[config.mk]
export PLATFORM = sky130hd
export DESIGN_NAME = awmc_fsm
export DESIGN_NICKNAME = d
export VERILOG_FILES = /design/src/rtl/awmc_pkg.sv /design/src/rtl/awmc_stage_timer.sv /design/src/rtl/awmc_fsm.sv
export SDC_FILE = /design/constraint.sdc
export NUM_CORES = 1
export LEC_CHECK = 0
export ABC_AREA = 1
export BUFFER_PORTS_ARGS = -buffer_cell sky130_fd_sc_hd__buf_4
export CAP_MARGIN = 20
export CORE_MARGIN = 2
export CORE_UTILIZATION = 40
export CTS_CLUSTER_SIZE = 28
export DETAILED_ROUTE_END_ITERATION = 10
export GPL_TIMING_DRIVEN = 0
export PLACE_DENSITY_LB_ADDON = 0.2
export SETUP_SLACK_MARGIN = 0.4
export SYNTH_ARGS = -nofsm -noshare
export SYNTH_HDL_FRONTEND = slang
export SYNTH_SLANG_ARGS = --single-unit
[constraint.sdc]
create_clock -name clk -period 2.5 [get_ports clk]
set_input_delay 0.25 -clock clk [delete_from_list [all_inputs] [get_ports clk]]
set_output_delay 0.25 -clock clk [all_outputs]
set_load 0.05 [all_outputs]
[src/rtl/awmc_pkg.sv]
// awmc_pkg: stage codes, default stage durations and duration normalisation for the wash FSM
package awmc_pkg;
  typedef enum logic [2:0] {
    IDLE  = 3'd0,
    FILL  = 3'd1,
    WASH  = 3'd2,
    RINSE = 3'd3,
    DRAIN = 3'd4,
    SPIN  = 3'd5,
    DONE  = 3'd6
  } stage_t;
  localparam int FILL_DEF  = 4;
  localparam int WASH_DEF  = 6;
  localparam int RINSE_DEF = 4;
  localparam int DRAIN_DEF = 3;
  localparam int SPIN_DEF  = 5;
  // a zero duration still occupies one cycle
  function automatic logic [15:0] eff_cyc(input int n);
    return (n <= 0) ? 16'd1 : n[15:0];
  endfunction
endpackage

[src/rtl/awmc_stage_timer.sv]
// awmc_stage_timer: per-stage cycle counter with clear/enable/hold and expiry compare
module awmc_stage_timer (
  input  logic        clk,
  input  logic        reset,
  input  logic        clr,
  input  logic        en,
  input  logic [15:0] dur,
  output logic        expired
);
  logic [15:0] cnt;
  always_ff @(posedge clk or posedge reset)
    if (reset) cnt <= '0;
    else if (clr) cnt <= '0;
    else if (en) cnt <= cnt + 16'd1;
  assign expired = cnt == dur - 16'd1;
endmodule

[src/rtl/awmc_fsm.sv]
// awmc_fsm: washing-machine cycle sequencer IDLE-FILL-WASH-RINSE-DRAIN-SPIN-DONE with pause
module awmc_fsm
  import awmc_pkg::*;
#(
  parameter int FILL_CYC  = FILL_DEF,
  parameter int WASH_CYC  = WASH_DEF,
  parameter int RINSE_CYC = RINSE_DEF,
  parameter int DRAIN_CYC = DRAIN_DEF,
  parameter int SPIN_CYC  = SPIN_DEF
) (
  input  logic       clk,
  input  logic       reset,
  input  logic       start,
  input  logic       pause,
  output logic [2:0] stage,
  output logic       done
);
  localparam logic [15:0] DF = eff_cyc(FILL_CYC);
  localparam logic [15:0] DW = eff_cyc(WASH_CYC);
  localparam logic [15:0] DR = eff_cyc(RINSE_CYC);
  localparam logic [15:0] DD = eff_cyc(DRAIN_CYC);
  localparam logic [15:0] DS = eff_cyc(SPIN_CYC);
  stage_t      state, state_n;
  logic [15:0] dur;
  logic        expired, timed;
  assign timed = state inside {FILL, WASH, RINSE, DRAIN, SPIN};
  always_comb begin
    dur = state == FILL  ? DF :
          state == WASH  ? DW :
          state == RINSE ? DR :
          state == DRAIN ? DD : DS;
  end
  // pause outranks start and expiry; code 7 falls through to IDLE
  always_comb begin
    state_n = state;
    state_n = pause ? state :
              (state == IDLE || state == DONE) ? (start ? FILL : state) :
              timed ? (expired ? stage_t'(state + 3'd1) : state) : IDLE;
  end
  always_ff @(posedge clk or posedge reset)
    if (reset) begin
      state <= IDLE;
      done  <= 1'b0;
    end else begin
      state <= state_n;
      done  <= state_n == DONE;
    end
  assign stage = state;
  awmc_stage_timer u_tmr (
    .clk    (clk),
    .reset  (reset),
    .clr    (state_n != state),
    .en     (timed && !pause),
    .dur    (dur),
    .expired(expired)
  );
endmodule

# Word level (Yosys, flattened, before mapping)
# Cells that the tools add are included.
[op_classes]
n_addsub = 3
muxes = 11
n_lt_le_gt_ge = 0
multipliers = 0
bitwise_logic = 0
n_eq_ne = 9
n_shift = 0
n_div = 0
n_reduce_logical = 6
[ops]
columns = ["op", "count"]
rows = [
  ["2-to-1 mux 16 bit", 2],
  ["2-to-1 mux 3 bit", 9],
  ["adder 16 x 1 -> 16 bit (second input constant)", 1],
  ["== test 16 bit", 1],
  ["== test 3 bit (second input constant)", 4],
  ["== test 3 x 2 -> 1 bit (second input constant)", 2],
  ["nonzero test 5 bit", 1],
  ["subtractor 3 x 1 -> 4 bit (second input constant)", 1],
  ["adder 3 x 1 -> 3 bit (second input constant)", 1],
  ["== test 3 x 1 -> 1 bit (second input constant)", 1],
  ["logical NOT 3 bit", 1],
  ["!= test 3 bit", 1],
  ["nonzero test 2 bit", 1],
  ["logical AND 1 bit", 1],
  ["logical NOT 1 bit", 1],
  ["logical OR 1 bit", 1],
]
[word_totals]
latch_bits = 0
n_memories = 0
romBits = 0
output_inout_bits = 4
in_bits = 4
reg_bits = 20
word_cells = 32
ram_bits = 0

# Logic depth before layout (Yosys ltp)
[logic_depth]
depth_word = 13
depth_mapped = 22
ltp_nobuf = 21

# Cells and area by module
# From an unflattened synthesis, not the netlist that was laid out.
[unflattened]
cells_unflattened = 309
area_unflattened_um2 = 1995.7
[by_module_without_submodules]
columns = ["module", "area_per_inst_um2", "cells_each", "seq_area_each_um2", "n_inst"]
rows = [
  ["awmc_stage_timer", 1549.0, 245, 400.4, 1],
  ["awmc_fsm", 446.7, 64, 100.1, 1],
]

# Worst setup path before layout
# OpenSTA, ideal clock, no wires.
[synth_path]
kind = "flip-flop to flip-flop"
start = "reg state[0], in the netlist stage[0]"
end = "reg u_tmr.cnt[12]"
required_ns = 2.382
setup_ns = 0.118
path_stages_with_launch = 20
synth_period_minus_slack_ns = 2.869
t_arrival_ns = 2.750
n_path_buf = 1
slack_ns = -0.369
cell_sequence = "dfrtp_1 -> inv_1 -> ha_1 -> nand2_1 -> nor2_2 -> o21ai_0 -> ha_1 -> nand2_1 -> nand3_1 -> nor2_1 -> nand2_2 -> o21ai_1 -> nand3_1 -> nand2_1 -> nand2_1 -> nand2_1 -> nand2_2 -> buf_4 -> nand4_1 -> nand2_1"
[synth_via]
elab_chain_cells = 13
elab_cells_between_ends = 25
classes_between = "add/sub (2); eq/ne (8); mux (10); reduce/logical (5)"
[synth_rtl]
columns = ["element", "line_no", "source"]
rows = [
  ["start: declaration", "awmc_fsm.sv:23", "stage_t state, state_n;"],
  ["start signal: assignment", "awmc_fsm.sv:45", "state <= state_n;"],
  ["== test 3 bit", "awmc_fsm.sv:26, awmc_fsm.sv:31", ""],
  ["2-to-1 mux 3 bit", "awmc_fsm.sv:31", "state == DRAIN ? DD : DS;"],
  ["2-to-1 mux 3 bit", "awmc_fsm.sv:30", "state == RINSE ? DR :"],
  ["2-to-1 mux 3 bit", "awmc_fsm.sv:29", "state == WASH ? DW :"],
  ["2-to-1 mux 3 bit", "awmc_fsm.sv:28", "dur = state == FILL ? DF :"],
  ["subtractor 3 x 1 -> 4 bit", "awmc_stage_timer.sv:15", "assign expired = cnt == dur - 16'd1;"],
  ["== test 16 bit", "awmc_stage_timer.sv:15", ""],
  ["2-to-1 mux 3 bit (2 in a row)", "awmc_fsm.sv:38", "timed ? (expired ? stage_t'(state + 3'd1) : state) : IDLE;"],
  ["2-to-1 mux 3 bit", "awmc_fsm.sv:37", "(state == IDLE || state == DONE) ? (start ? FILL : state) :"],
  ["2-to-1 mux 3 bit", "awmc_fsm.sv:36", "state_n = pause ? state :"],
  ["!= test 3 bit", "awmc_fsm.sv:52", ".clr (state_n != state),"],
  ["2-to-1 mux 16 bit or nonzero test 2 bit (tied branches)", "-", ""],
  ["end signal: assignment", "awmc_stage_timer.sv:14", "else if (en) cnt <= cnt + 16'd1;"],
  ["end: declaration", "awmc_stage_timer.sv:10", "logic [15:0] cnt;"],
]
# Several ways; a longest one is shown, not always the timed one.
# A chain may end at the register's enable or synchronous reset.

# Worst setup path after layout
[layout_path]
start = "reg state[1], in the netlist stage[1]"
end = "reg u_tmr.cnt[9]"
# Same word-level chain as after synthesis.

==> impl_metrics.py <==
metrics = {
    "placed_design": {
        "dp_cells": 298,
        "pre_cts_ws_ns": -0.358,
        "place_congestion": 0.863,
        "port_buffers": 6,
        "hpwl_mm": 2.89,
    },
    "synthesis": {
        "synth_edf_count": 0,
        "postSynthCellCount": 242,
        "synth_fa_ha_area_frac": 0.0532,
        "synth.top_cell.area_share": 0.304,
        "synth_compound_area_frac": 0.0411,
        "yosysSeqAreaShare": 0.304,
        "syn_area_um2": 1650,
        "synthTopCellsByArea": "dfrtp_1, nand2_1, inv_1, nand3_1, nand4_1",
        "yosys.area_share.simple": 0.422,
        "yosysWarningCount": 0,
        "synthXorXnorAreaFrac": 0.0692,
        "synth_cell_types": 29,
        "ys_seq_elements": 20,
        "synth_nets": 253,
        "syn_area_per_cell_um2": 6.80,
        "synth.most_common_cell": "nand2_1",
        "yosysTopAreaCell": "dfrtp_1",
        "async_reset_ff_frac": 1.00,
        "synth_ff_type": "dfrtp_1",
        "muxShareOfSynthArea": 0,
        "synth_top_family_by_area": "simple AND/OR/NAND/NOR gates",
        "ys_top_cells_by_count": "nand2_1, inv_1, nor2_1, nand3_1, dfrtp_1",
    },
    "sta": {
        "timing.final.ws_setup_ns": -0.247,
        "hold_violations": 0,
        "finalMaxSlewViolations": 0,
        "period_share": 1.10,
        "fmax_mhz": 364,
        "tightest_slew_ns": 0.741,
        "rsz0062_at_grt": "true",
        "period_needed_ns": 2.75,
        "clock_skew_ns": 0.00187,
        "setup_viol": 16,
        "max_slew_margin": 0.506,
    },
    "power_and_ir_drop": {
        "power_uw": 2920,
        "leakage_uw": 0.00101,
        "ir_worst_vdd_mv": 0.502,
        "power_density_nw_per_um2": 1390,
    },
    "hold_path": {
        "hp-class": "primary input to async pin",
    },
    "cts": {
        "cts_made_buffers": 3,
        "cts_buffer_depth": 2,
        "clkTransAtPathRegs_ns": 0.08,
        "tritoncts": "built",
        "ctsHtreeMaxLevel": 1,
        "cts.sinks": 20,
        "insertion_delay_ns": 0.26,
        "root_buffer": "clkbuf_8",
    },
    "worst_setup_path": {
        "r2r_end": "u_tmr.cnt[9]",
        "cp.required_ns": 2.70,
        "critPathLaunchType": "register",
        "cp-startpoint": "stage[1]",
        "r2r_cells": 20,
        "worstPathArrival_ns": 2.95,
        "reg2reg_setup_slack_ns": -0.25,
        "crit_type": "register to register",
        "crit_path_end_kind": "register",
        "crit_fanout": 6,
        "reg2reg_from": "stage[1]",
        "crit_end": "u_tmr.cnt[9]",
    },
    "route": {
        "wirelength_mm": 4.32,
        "ant_nets": 0,
        "vias": 1638,
        "via_per_inst": 5.20,
        "dr.pass1.iters": 4,
        "drc": 0,
        "drt_iter0_drc": 104,
        "avgRoutedWirePerCell_um": 13.7,
    },
    "floorplanning": {
        "dieArea_um2": 4640,
        "coreArea_um2": 3970,
        "ios": 8,
        "start_util": 0.414,
        "row_count": 23,
        "die_h_um": 68.1,
        "die_width_um": 68.1,
    },
    "final_layout": {
        "final_nets": 277,
        "drive_gt1_frac": 0.283,
        "syn2layout_area_growth_pct": 27.6,
        "num_antenna_cells": 0,
        "layout.cells.non_filler": 315,
    },
    "flow_run": {
        "maxCapViolations": 0,
    },
    "grt": {
        "grt_max_degree": 21,
        "overflow": 0,
        "grt_pass1_wl_mm": 6.98,
        "first_global_vias": 1551,
        "grt_usage": 0.196,
        "antenna_found_initial": 0,
    },
    "outcome": {
        "violations": "setup timing",
        "status": "finished, violations left",
    },
}
[routing by layer]
| layer | wire [um] | vias up | global-route usage | part of all wire |
|---|---|---|---|---|
| met4 | 48 | 0 | 0.0575 | 0.011 |
| li1 | - | 824 | - | - |
| met1 | 1990 | 783 | 0.250 | 0.46 |
| met5 | 0 | - | 0 | 0 |
| met3 | 103 | 6 | 0.0197 | 0.024 |
| met2 | 2170 | 25 | 0.350 | 0.50 |
[area by class of cell]
cell class	count	area (um^2)
Clock buffer	3	41.3
Inverter	40	160
Clock inverter	1	30.0
Buffer	5	35.0
Timing Repair Buffer	19	154
Tap cell	50	62.6
Multi-Input combinational cell	177	1110
Fill cell	409	1870
Sequential cell	20	507
[worst min path at each step]
stage | to | from | slack [ns] | cells past startpoint
after floorplan | done | reset | 0.21 | 1
after global placement | u_tmr.cnt[12] | reset | 0.43 | 2
after detailed placement | u_tmr.cnt[12] | reset | 0.44 | 2
after CTS | u_tmr.cnt[12] | reset | 0.15 | 2
after global routing | u_tmr.cnt[13] | reset | 0.22 | 2
final | u_tmr.cnt[12] | reset | 0.11 | 2
[flip-flops by register name (all words and copies together) (netlist names)]
signal,count
u_tmr.cnt,16
done,1
stage,3
[critical path, cell delays in order, from the launching register on]
cell	delay, ns
dfrtp_4	0.54
ha_4	0.19
ha_4	0.16
nor2_4	0.09
o21ai_2	0.07
ha_4	0.27
inv_2	0.03
nand2_2	0.07
inv_1	0.04
nor2_1	0.09
nand2_1	0.09
nor2_4	0.14
nand3_2	0.07
nand3_2	0.10
nand2_2	0.07
nand3_2	0.11
nand2_4	0.07
nor2_8	0.18
buf_4	0.15
nand4_1	0.08
nand2_1	0.08
[per-stage QoR]
stage / hold WS (ns) / utilization / TNS (ns) / area, um^2
global placement: 0.434 / 0.454 / -5.02 / 1800
finish: 0.114 / 0.529 / -3.28 / 2100
CTS: 0.154 / 0.501 / -2.89 / 1990
global route: 0.215 / 0.529 / -6.26 / 2100
floorplan: 0.214 / - / -2.19 / 1690
detailed placement: 0.442 / 0.454 / -5.46 / 1800
[power breakdown]
group          total [uW]  switching, uW  internal, uW
clock                 326            112           214
sequential            474           93.8           380
combinational        2120           1300           821
[cell usage in the layout, fill, tap and decap left out, drive strengths merged]
cell type and instances:
nand4 18, ha 7, dfrtp 20, bufinv 1
nor4 4, o21ai 7, xnor2 1, inv 39
clkinv 1, o21a 1, xor2 12, clkbuf 5
a21oi 2, nor3 8, buf 22, nor2 32
nand2 60, nand3 24, a22oi 1
[cells by family after synthesis]
logic type	count (synthesis)
compound gates	11
buf+inv	45
xor+xnor	13
flops	20
simple gates	146
fa+ha+maj	7
[timing repair]
action                     CTS  global route
hold buffers                 0             0
resized for setup           15            23
setup endpoints to repair   20            20
cloned                       1             0
pin swaps                   13            17
setup buffers                8             4
No activity file was read; power rests on OpenSTA's default activity.
